## src/rtl/seq_intersect_driver.sv

```systemverilog
// Intersect-trial stimulus driver and verdict checker for the sequence-operation checkers.
// Optional macro SEQ_DRV_STICKY_ERR_EN adds a sticky_err output latched on any failing trial.
module seq_intersect_driver #(
    parameter int WIN       = 5,
    parameter int MATCH_LAT = 2,
    parameter int FAIL_LAT  = 5
) (
    input  logic           clk,
    input  logic           rst_n,
    input  logic           start,
    input  logic [WIN-1:0] pattern_1,
    input  logic [WIN-1:0] pattern_2,
    input  logic           match,
    input  logic           fail,
    output logic           en,
    output logic           signal_1,
    output logic           signal_2,
    output logic           busy,
    output logic           done,
    output logic           pass,
    output logic [3:0]     err_cnt
`ifdef SEQ_DRV_STICKY_ERR_EN
    ,
    output logic           sticky_err
`endif
);

    localparam int DRAIN_LEN = (MATCH_LAT > FAIL_LAT) ? MATCH_LAT : FAIL_LAT;
    localparam int LAST      = WIN + DRAIN_LEN;
    localparam int CW        = $clog2(LAST + 1) + 1;

    typedef enum logic [1:0] {IDLE, DRIVE, DRAIN, REPORT} state_t;

    state_t         state;
    logic [CW-1:0]  c;
    logic [CW-1:0]  obs;
    logic [WIN-1:0] pat_1;
    logic [WIN-1:0] pat_2;
    logic [WIN-1:0] exp_and;
    logic           exp_match;
    logic           exp_fail;
    logic           drv_1;
    logic           drv_2;
    logic [3:0]     err_next;

    function automatic logic [3:0] sat_add(input logic [3:0] a, input logic m1, input logic m2);
        logic [4:0] s;
        s = {1'b0, a} + {4'b0, m1} + {4'b0, m2};
        return (s > 5'd15) ? 4'd15 : s[3:0];
    endfunction

    // c leads the driven cycle by one: during window cycle t the counter holds t+1,
    // so the output registered at an edge uses index c and the sample taken there is cycle c-1.
    assign obs = c - CW'(1);

    always_comb begin
        exp_match = 1'b0;
        drv_1     = 1'b0;
        drv_2     = 1'b0;
        for (int j = 0; j < WIN; j++) begin
            if (exp_and[j] && (obs == CW'(j + MATCH_LAT)))
                exp_match = 1'b1;
            if (c == CW'(j)) begin
                drv_1 = pat_1[j];
                drv_2 = pat_2[j];
            end
        end
        exp_fail = (obs == CW'(FAIL_LAT)) && (exp_and == '0);
        err_next = sat_add(err_cnt, match != exp_match, fail != exp_fail);
    end

    always_ff @(posedge clk) begin
        if (!rst_n) begin
            state      <= IDLE;
            c          <= '0;
            en         <= 1'b0;
            signal_1   <= 1'b0;
            signal_2   <= 1'b0;
            busy       <= 1'b0;
            done       <= 1'b0;
            pass       <= 1'b0;
            err_cnt    <= 4'd0;
`ifdef SEQ_DRV_STICKY_ERR_EN
            sticky_err <= 1'b0;
`endif
        end else begin
            done <= 1'b0;
            case (state)
                IDLE: begin
                    if (start) begin
                        pat_1   <= pattern_1;
                        pat_2   <= pattern_2;
                        exp_and <= pattern_1 & pattern_2;
                        err_cnt <= 4'd0;
                        c       <= '0;
                        busy    <= 1'b1;
                        pass    <= 1'b0;
                        state   <= DRIVE;
                    end
                end
                DRIVE: begin
                    en       <= (c == '0);
                    signal_1 <= drv_1;
                    signal_2 <= drv_2;
                    if (c != '0)
                        err_cnt <= err_next;
                    c <= c + CW'(1);
                    if (c == CW'(WIN))
                        state <= DRAIN;
                end
                DRAIN: begin
                    en       <= 1'b0;
                    signal_1 <= 1'b0;
                    signal_2 <= 1'b0;
                    err_cnt  <= err_next;
                    c        <= c + CW'(1);
                    if (c == CW'(LAST)) begin
                        done  <= 1'b1;
                        pass  <= (err_next == 4'd0);
                        state <= REPORT;
`ifdef SEQ_DRV_STICKY_ERR_EN
                        if (err_next != 4'd0)
                            sticky_err <= 1'b1;
`endif
                    end
                end
                REPORT: begin
                    busy  <= 1'b0;
                    state <= IDLE;
                end
                default: state <= IDLE;
            endcase
        end
    end

endmodule

```

## config.mk

```make
export PLATFORM = sky130hd
export DESIGN_NAME = seq_intersect_driver
export DESIGN_NICKNAME = d
export VERILOG_FILES = /design/src/rtl/seq_intersect_driver.sv
export SDC_FILE = /design/constraint.sdc
export NUM_CORES = 1
export LEC_CHECK = 0
export ABC_AREA = 1
export CAP_MARGIN = 25
export CORE_MARGIN = 3
export CORE_UTILIZATION = 54
export CTS_CLUSTER_SIZE = 40
export DETAILED_ROUTE_END_ITERATION = 10
export PLACE_DENSITY = 0.82
export SETUP_SLACK_MARGIN = 0.02
export SYNTH_ARGS = -nofsm -noshare
export SYNTH_HDL_FRONTEND = slang
export SYNTH_SLANG_ARGS = --single-unit
```

## constraint.sdc

```tcl
create_clock -name clk -period 4.1 [get_ports clk]
set_clock_uncertainty 0.2 [all_clocks]
set_input_delay 1.025 -clock clk [delete_from_list [all_inputs] [get_ports clk]]
set_output_delay 1.025 -clock clk [all_outputs]
set_load 0.02 [all_outputs]
```

==> flow_metrics.tcl, run 1 <==
set metrics [dict create \
    fmax_mhz 304 \
    min_delay_path_depth 2 \
    setup_tns_ps 0 \
    fin_hold_ws_ps 276 \
    slew-limit-headroom 0.745 \
    place_area_sq_um 2110 \
    ys_seq_area_frac 0.436 \
    grt_max_degree 16 \
    viasPerCell 5.03 \
    cp_cell_sequence "inv_1 > ha_1 > inv_1 > nand2_1 > nand2_1 > nand3_2 > nor2_2 > nand2_1 > xor2_1 > inv_1 > fa_1 > ha_1 > nand3_1 > nand2_1 > nor3_1 > nand3_1 > o21a_1 > nor2_1" \
    cp.required_ps 4160 \
    gp_routability_congestion 0.819 \
    leakagePower_uw 0.000977 \
    pin_count 25 \
    port_buffers 24 \
    tightest_slew_ps 382 \
    cts_tree "built" \
    syn_inst 226 \
    ir_drop_uv 319 \
    critPathTopFamily "simple AND/OR/NAND/NOR gates" \
    hpwlAfterDp_um 2730 \
    initial_core_util 0.580 \
    dp.cells 294 \
    clockBufferDepth 2 \
    max_stage_delay_ps 500 \
    antenna_found_initial 0 \
    timing.final.crit_share 0.803 \
    setup_viol 0 \
    core_area_sq_um 3130 \
    syn_area_per_cell_sq_um 8.03 \
    synth_nets 254 \
    finalNonFillerCells 302 \
    outcome "completed" \
    first_pass_iters 4 \
    cellPowerDensity_nw_per_um2 555 \
    cts.hold.buffers_added 0 \
    crit_path_max_fanout 7 \
    netSwitchingPower_uw 489 \
    fp.dieW_um 64.0 \
    route.vias.total 1520 \
    crit_cells 18 \
    post-cts-setup-buffer-count 0 \
    ys.warnings.count 0 \
    maxCapViolations 0 \
    grt_overflow 0 \
    utilization 0.696 \
    cpMaxStageDelayCell "dfxtp_1" \
    cts_sinks 32 \
    root_buffer "clkbuf_4" \
    arrival_ps 3350 \
    cp-start-kind "flop" \
    combPwrFrac 0.466 \
    crit_buf_inv 3 \
    grt_pass1_wl_um 6130 \
    p_clk_frac 0.166 \
    final_cell_area_sq_um 2180 \
    grt_usage 0.191 \
    power.share.sequential 0.368 \
    hp-class "reg2reg" \
    htreeDepth 2 \
    end_kind "flop" \
    dieHeight_um 64.0 \
    critical_path_class "reg2reg" \
    wirelength_um 3450 \
    path_common_cell "nand2_1" \
    dieArea_sq_um 4090 \
    insertion_delay_ps 320 \
    final.min_clock_period_ps 3290 \
    cts_made_buffers 5 \
    worstRegToRegCells 18 \
    yosys.cell_types.count 28 \
    ant_nets 0 \
    syn_to_final_growth_pct 19.8 \
    hold_viol 0 \
    drt_iter0_drc 56 \
    nets 285 \
    internal_power_uw 719 \
    synth.cell_area_sq_um 1820 \
    wl_per_cell_um 11.4 \
    drive_gt1_frac 0.124 \
    ctsResizeCount 0 \
    clkSlewWorstSetupHoldPaths_ps 100 \
    rows 20 \
    power.share.switching 0.405 \
    synth_seq_cells 32 \
    drc_errors 0 \
    rsz0062_at_grt "false" \
    grt_pass1_vias 1438 \
    drv_slew 0 \
    antennaDiodeCount 0 \
]
[cell usage after synthesis, drive strengths merged]
master / count / area, sq um
fa: 1 / 20.0
nand4: 7 / 43.8
nand2: 59 / 234
nor3: 8 / 45.0
and3: 1 / 6.26
a21oi: 10 / 50.1
ha: 12 / 150
edfxtp: 15 / 450
o21ai: 11 / 58.8
a211oi: 2 / 15.0
nand3: 20 / 120
dfxtp: 17 / 340
buf: 1 / 11.3
nor3b: 1 / 7.51
o21a: 1 / 7.51
clkinv: 1 / 3.75
inv: 37 / 139
xor2: 2 / 17.5
xnor2: 1 / 8.76
nor2: 19 / 86.3
[area by class of cell]
cell class | count | area [sq um]
multi-input combinational | 155 | 871
sequential | 32 | 791
timing repair buffer | 25 | 248
tap | 44 | 55.1
fill | 285 | 952
clock buffer | 8 | 68.8
inverter | 38 | 143
[layout by cell type, fill, tap and decap left out]
master / instances
nand2_1: 54
inv_1: 28
clkdlybuf4s50_1: 24
dfxtp_1: 17
nand3_1: 16
nor2_1: 15
edfxtp_1: 15
ha_1: 12
a21oi_1: 10
inv_2: 9
nand4_1: 7
nor3_1: 7
o21ai_1: 7
nand2_2: 5
clkbuf_4: 5
nand3_2: 4
nor2_2: 3
o21ai_0: 3
xor2_1: 2
a211oi_1: 2
clkbuf_8: 2
nor2_4: 1
nor3b_1: 1
clkinv_1: 1
and3_1: 1
xnor2_1: 1
o21a_1: 1
nor3_2: 1
o21ai_2: 1
fa_1: 1
clkbuf_1: 1
buf_4: 1
[sequential cells by signal (all words and copies together) (netlist names)]
register  cells
signal_1      1
pass          1
exp_and       5
c             5
en            1
pat_2         5
err_cnt       4
state         2
busy          1
done          1
pat_1         5
signal_2      1
[tightest hold or removal path: cells and delay by family (launching register included)]
family / cells / cell delay (ps)
compound gates: 1 / 60
simple gates: 1 / 60
flops: 1 / 320
[stage by stage]
stage	worst slack [ps]	power, uW
after floorplan	1180	858
after global placement	827	1000
after detailed placement	744	1010
after CTS	816	1220
after global routing	466	1320
final	808	1210
[routing by layer]
| metal | vias up | wire, um | GRT usage | part of all wire |
|---|---|---|---|---|
| met4 | 0 | 33 | 0.0485 | 0.0096 |
| met2 | 24 | 1760 | 0.337 | 0.51 |
| met3 | 4 | 107 | 0.0475 | 0.031 |
| li1 | 800 | - | - | - |
| met1 | 692 | 1560 | 0.229 | 0.45 |
| met5 | - | 0 | 0 | 0 |
[worst paths after layout]
| path | startpoint | end | slack (ps) |
|---|---|---|---|
| hold reg to reg | signal_1$_SDFFE_PN0N_ | signal_1$_SDFFE_PN0N_ | 280 |
| hold / removal | signal_1$_SDFFE_PN0N_ | signal_1$_SDFFE_PN0N_ | 280 |
| setup reg to reg | c[1]$_SDFFE_PN0P_ | pass$_SDFFE_PN0P_ | 810 |
| setup / recovery | c[1]$_SDFFE_PN0P_ | pass$_SDFFE_PN0P_ | 810 |
[cell families after synthesis]
kind of cell	count (synthesis)	synth area share
AND/OR/NAND/NOR	115	0.299
buffers and inverters	39	0.0848
flip-flops	32	0.436
AO/OA/AOI/OAI	24	0.0724
adder cells (fa/ha/maj)	13	0.0937
XOR/XNOR	3	0.0145
[power groups by stage]
stage,logic [uW],clock network [uW],registers (uW)
2_1_floorplan,387,0,471
3_3_place_gp,550,0,451
3_5_place_dp,562,0,451
4_1_cts,566,206,444
5_1_grt,642,225,452
6_report,563,201,444
Power figures use the tool's default switching activity.
==> run 2: changes to the inputs <==
Clock period 4.1 ns to 3.3 ns, I/O delays scaled along.
==> run 2 against run 1 <==
Via count about the same. Utilization grew 0.64 points. Clock-buffer cell count down 3. Worst setup slack got worse by 450 ps. Die area stayed put. Wire length grew 2.1%. Sequential cell count unchanged. Combinational power increased by 31%. Sequential share of layout area decreased by 0.33 points. Cell count rose by 0.99%. Critical path depth unchanged. First-iteration DRC count down 7.1%. Critical endpoint unchanged.
==> flow_metrics.tcl, run 2 (synthesis results as in run 1) <==
set metrics [dict create \
    gp_routability_congestion 0.826 \
    cellPowerDensity_nw_per_um2 681 \
    first_pass_iters 4 \
    max_stage_delay_ps 410 \
    min_delay_path_depth 2 \
    path_common_cell "nand2_1" \
    dieArea_sq_um 4090 \
    p_clk_frac 0.148 \
    crit_path_max_fanout 7 \
    cp_cell_sequence "inv_2 > ha_1 > inv_1 > nand2_1 > nand2_1 > nand3_2 > nor2_2 > nand2_1 > xor2_1 > inv_1 > fa_1 > ha_1 > nand3_2 > nand2_1 > nor3_2 > nand3_1 > o21a_1 > nor2_1" \
    critical_path_class "reg2reg" \
    syn_to_final_growth_pct 21.0 \
    wirelength_um 3520 \
    register_area_sq_um 791 \
    slew-limit-headroom 0.753 \
    rows 20 \
    cts_made_buffers 5 \
    fmax_mhz 340 \
    hold_viol 0 \
    port_buffers 24 \
    grt_max_degree 16 \
    dieHeight_um 64.0 \
    timing.final.crit_share 0.892 \
    multi_input_area_sq_um 881 \
    reg2reg_to "pass$_SDFFE_PN0P_" \
    ir_drop_uv 383 \
    htreeDepth 2 \
    route.vias.total 1521 \
    drc_errors 0 \
    wl_per_cell_um 11.6 \
    root_buffer "clkbuf_4" \
    layout_common_cells "54 x nand2_1, 28 x inv_1, 24 x clkdlybuf4s50_1" \
    netSwitchingPower_uw 634 \
    drive_gt1_frac 0.142 \
    r2r_slack_ps 360 \
    worstHoldEndpoint "signal_1$_SDFFE_PN0N_" \
    cpMaxStageDelayCell "fa_1" \
    setup_viol 0 \
    drv_slew 0 \
    hpwlAfterDp_um 2810 \
    grt_usage 0.199 \
    combPwrFrac 0.493 \
    power.share.switching 0.424 \
    end_kind "flop" \
    power.share.sequential 0.359 \
    cts_tree "built" \
    ant_nets 0 \
    drt_iter0_drc 52 \
    hold_start "signal_1$_SDFFE_PN0N_" \
    fp.dieW_um 64.0 \
    clkSlewWorstSetupHoldPaths_ps 110 \
    outcome "completed" \
    fillCellCount 254 \
    crit-reg2reg-launch "c[0]$_SDFFE_PN0P_" \
    grt_overflow 0 \
    grt_pass1_wl_um 6350 \
    maxCapViolations 0 \
    post-cts-setup-buffer-count 0 \
    fin_hold_ws_ps 273 \
    arrival_ps 3030 \
    tightest_slew_ps 370 \
    cp.required_ps 3390 \
    setup_tns_ps 0 \
    nets 288 \
    worstRegToRegCells 18 \
    cp-start-kind "flop" \
    grt_pass1_vias 1505 \
    leakagePower_uw 0.000979 \
    final_common_cell "nand2_1" \
    crit_buf_inv 3 \
    clockBufferDepth 2 \
    hp-class "reg2reg" \
    antennaDiodeCount 0 \
    cts_sinks 32 \
    final.min_clock_period_ps 2940 \
    core_area_sq_um 3130 \
    critPathTopFamily "simple AND/OR/NAND/NOR gates" \
    insertion_delay_ps 340 \
    rsz0062_at_grt "false" \
    pin_count 25 \
    initial_core_util 0.580 \
    viasPerCell 4.99 \
    antenna_found_initial 0 \
    internal_power_uw 861 \
]
run 2: how the worst max path moves through the flow:
stage	depth (start not counted)	startpoint	to	slack, ps
after floorplan	18	c[1]$_SDFFE_PN0P_	pass$_SDFFE_PN0P_	380
after global placement	11	fail	pass$_SDFFE_PN0P_	220
after detailed placement	11	fail	pass$_SDFFE_PN0P_	160
after CTS	18	c[0]$_SDFFE_PN0P_	pass$_SDFFE_PN0P_	240
after global routing	18	c[0]$_SDFFE_PN0P_	pass$_SDFFE_PN0P_	30
final	18	c[0]$_SDFFE_PN0P_	pass$_SDFFE_PN0P_	360
run 2: layout make-up:
type	instances	share of cell area
clock buffers	5	0.0171
clock inverters	3	0.00855
inverters	38	0.0650
multi-input cells	155	0.401
flip-flops and latches	32	0.360
well taps	44	0.0251
repair buffers	28	0.123
run 2: metal layers:
metal,global-route usage,share of wire
met3,0.0545,0.043
met1,0.238,0.45
met2,0.335,0.49
met5,0,0
met4,0.0836,0.015
run 2: timing repair:
action / CTS / global route
hold endpoints to repair: 0 / 0
resized for setup: 0 / 2
setup endpoints to repair: 0 / 1
hold buffers: 0 / 0
run 2: per-stage QoR:
step           worst slack (ps)  total power [uW]  cells  area (sq um)  utilization
2_1_floorplan               383              1070    226          1820            -
3_3_place_gp                217              1260    297          2130        0.681
3_5_place_dp                155              1280    297          2130        0.681
4_1_cts                     236              1500    305          2190        0.699
5_1_grt                    29.0              1630    305          2200        0.702
6_report                    357              1500    305          2200        0.702
run 2: power groups by stage:
stage | registers (uW) | logic (uW) | clock network, uW
floorplan | 585 | 480 | 0
global placement | 544 | 712 | 0
detailed placement | 546 | 733 | 0
CTS | 537 | 737 | 227
global route | 546 | 841 | 243
finish | 537 | 737 | 221
run 2: worst reg2reg max path, stage by stage, from the launching register on:
cell and delay (ps):
dfxtp_1 360, inv_2 80, ha_1 250, inv_1 60, nand2_1 40, nand2_1 130, nand3_2 100, nor2_2 120
nand2_1 70, xor2_1 130, inv_1 70, fa_1 410, ha_1 230, nand3_2 110, nand2_1 90, nor3_2 110
nand3_1 80, o21a_1 170, nor2_1 70
==> run 3: changes to the inputs <==
Settings changed: ABC_AREA 1 to unset.
==> run 3 against run 2 <==
First-iteration DRC count up 13%. Utilization up 5.3 points. Clock power up 30%. Clock-buffer cell count unchanged. Highest routed layer unchanged.
==> flow_metrics.tcl, run 3 <==
set metrics [dict create \
    outcome "completed" \
    synth.top_cell.area_share 0.260 \
    fillCellCount 212 \
    ys.warnings.count 0 \
    antenna_found_initial 0 \
    synth-adder-area-share 0.0983 \
    cp-start-kind "flop" \
    netSwitchingPower_uw 580 \
    synth_nets 197 \
    max_stage_delay_ps 470 \
    insertion_delay_ps 330 \
    dieHeight_um 62.6 \
    final.min_clock_period_ps 3110 \
    rows 19 \
    cts_made_buffers 5 \
    yosys.cell_types.count 40 \
    pin_count 25 \
    grt_pass1_wl_um 6440 \
    syn_to_final_growth_pct 26.4 \
    async_reset_ff_frac 0 \
    initial_core_util 0.597 \
    core_area_sq_um 2900 \
    synth_flop_cell "dfxtp_1" \
    register_area_sq_um 795 \
    synth_seq_cells 32 \
    power.share.sequential 0.357 \
    crit_buf_inv 1 \
    hp-class "reg2reg" \
    yosysTopAreaCell "edfxtp_1" \
    port_buffers 24 \
    maxCapViolations 0 \
    clockBufferDepth 2 \
    syn_area_per_cell_sq_um 10.2 \
    hpwlAfterDp_um 2860 \
    layout_common_cells "24 x clkdlybuf4s50_1, 16 x dfxtp_1, 15 x nor2_1, 15 x edfxtp_1, 14 x a21oi_1" \
    synth_compound_area_frac 0.168 \
    wl_per_cell_um 16.2 \
    grt_overflow 0 \
    timing.final.crit_share 0.942 \
    wirelength_um 3980 \
    drc_errors 0 \
    slew-limit-headroom 0.573 \
    arrival_ps 3190 \
    route.vias.total 1375 \
    cp_cell_sequence "buf_4 > ha_1 > or4b_1 > nor4_2 > xor2_1 > fa_2 > ha_4 > nor4b_2 > o21ai_1 > o31ai_1 > and2_1" \
    cellPowerDensity_nw_per_um2 699 \
    yosys.area_share.simple 0.191 \
    synth-xor-area-share 0.0354 \
    cts.hold.buffers_added 0 \
    ys_seq_area_frac 0.457 \
    leakagePower_uw 0.000787 \
    power.share.switching 0.379 \
    fp.dieW_um 62.6 \
    cts_sinks 32 \
    htreeDepth 2 \
    synth-edff-count 15 \
    synth.cell_area_sq_um 1730 \
    first_pass_iters 4 \
    place_area_sq_um 2040 \
    tightest_slew_ps 631 \
    grt_pass1_vias 1390 \
    multi_input_area_sq_um 943 \
    syn_inst 169 \
    power_uw 1530 \
    ant_nets 0 \
    critPathTopFamily "simple AND/OR/NAND/NOR gates" \
    hold_viol 0 \
    synthMostInstantiatedCell "dfxtp_1" \
    gp_routability_congestion 0.875 \
    worst_slack_ps 191 \
    combPwrFrac 0.456 \
    p_clk_frac 0.188 \
    synth_area_leaders "edfxtp_1 26%, dfxtp_1 20%, ha_1 8.7%, a21oi_1 4.0%, nor2_1 3.3%" \
    root_buffer "clkbuf_4" \
    drv_slew 0 \
    fmax_mhz 322 \
    end_kind "flop" \
    drt_iter0_drc 59 \
    clkSlewWorstSetupHoldPaths_ps 100 \
    synth_top_family_by_area "simple AND/OR/NAND/NOR gates" \
    final_cell_area_sq_um 2190 \
    cpMaxStageDelayCell "or4b_1" \
    nets 231 \
    drive_gt1_frac 0.157 \
    grt_max_degree 16 \
    cts_tree "built" \
    dp_slack_ps -42.3 \
    critical_path_class "reg2reg" \
    final_common_cell "clkdlybuf4s50_1" \
    ir_drop_uv 491 \
    antennaDiodeCount 0 \
    viasPerCell 5.59 \
    internal_power_uw 949 \
    cp.required_ps 3380 \
    dieArea_sq_um 3920 \
    crit_path_max_fanout 6 \
    ys_top_cells_by_count "17 x dfxtp_1, 15 x edfxtp_1, 15 x nor2_1" \
    setup_viol 0 \
    grt_usage 0.208 \
    synthMuxAreaShare 0.0173 \
]
[run 3: kinds of logic after synthesis]
family,count (synthesis)
fa+ha+maj,13
buf+inv,12
xor+xnor,7
mux,3
simple gates,59
flops,32
compound gates,43
[run 3: worst reg2reg max path: cells and delay by family, from the launching register on]
family,cells,cell delay (ps)
buf+inv,1,150
compound gates,2,310
flops,1,380
simple gates,4,1050
fa+ha+maj,3,830
xor+xnor,1,130
[run 3: path summary, 6_finish.rpt]
path | end | cells past startpoint | start | slack, ps
min reg2reg | busy$_SDFFE_PN0P_ | 2 | busy$_SDFFE_PN0P_ | 310
min | busy$_SDFFE_PN0P_ | 2 | busy$_SDFFE_PN0P_ | 310
max reg2reg | pass$_SDFFE_PN0P_ | 11 | c[1]$_SDFFE_PN0P_ | 190
max | pass$_SDFFE_PN0P_ | 11 | c[1]$_SDFFE_PN0P_ | 190
[run 3: power groups by stage]
stage	registers, uW	clock network, uW	logic (uW)
after floorplan	578	0	394
after global placement	542	0	620
after detailed placement	548	0	641
after CTS	540	290	649
after global routing	552	310	767
final	545	287	697
[run 3: metrics by stage]
| step | instances | hold WS, ps | util | setup TNS, ps |
|---|---|---|---|---|
| floorplan | 169 | 310 | - | 0 |
| global placement | 237 | 258 | 0.704 | 0 |
| detailed placement | 237 | 288 | 0.704 | -42.3 |
| CTS | 245 | 316 | 0.731 | 0 |
| global route | 246 | 334 | 0.755 | -44.1 |
| finish | 246 | 309 | 0.755 | 0 |
[run 3: per-layer routing]
layer | global-route usage | up-vias | share of wire
met1 | 0.258 | 642 | 0.43
met2 | 0.349 | 43 | 0.51
li1 | - | 682 | -
met3 | 0.0558 | 8 | 0.053
met5 | 0 | - | 0
met4 | 0.0716 | 0 | 0.013
[run 3: what timing repair did]
item                                    4_1_cts  5_1_grt
resized for setup                             1       15
gates cloned                                  0        0
pin swaps                                     0        4
setup buffers                                 0        1
endpoints found under the setup margin        1        2
[run 3: final cells by class]
| cell class | count | area share |
|---|---|---|
| clock buffer | 5 | 0.0172 |
| tap | 42 | 0.0240 |
| inverter | 8 | 0.0137 |
| sequential | 32 | 0.363 |
| multi-input combinational | 125 | 0.431 |
| clock inverter | 3 | 0.0172 |
| timing repair buffer | 31 | 0.134 |
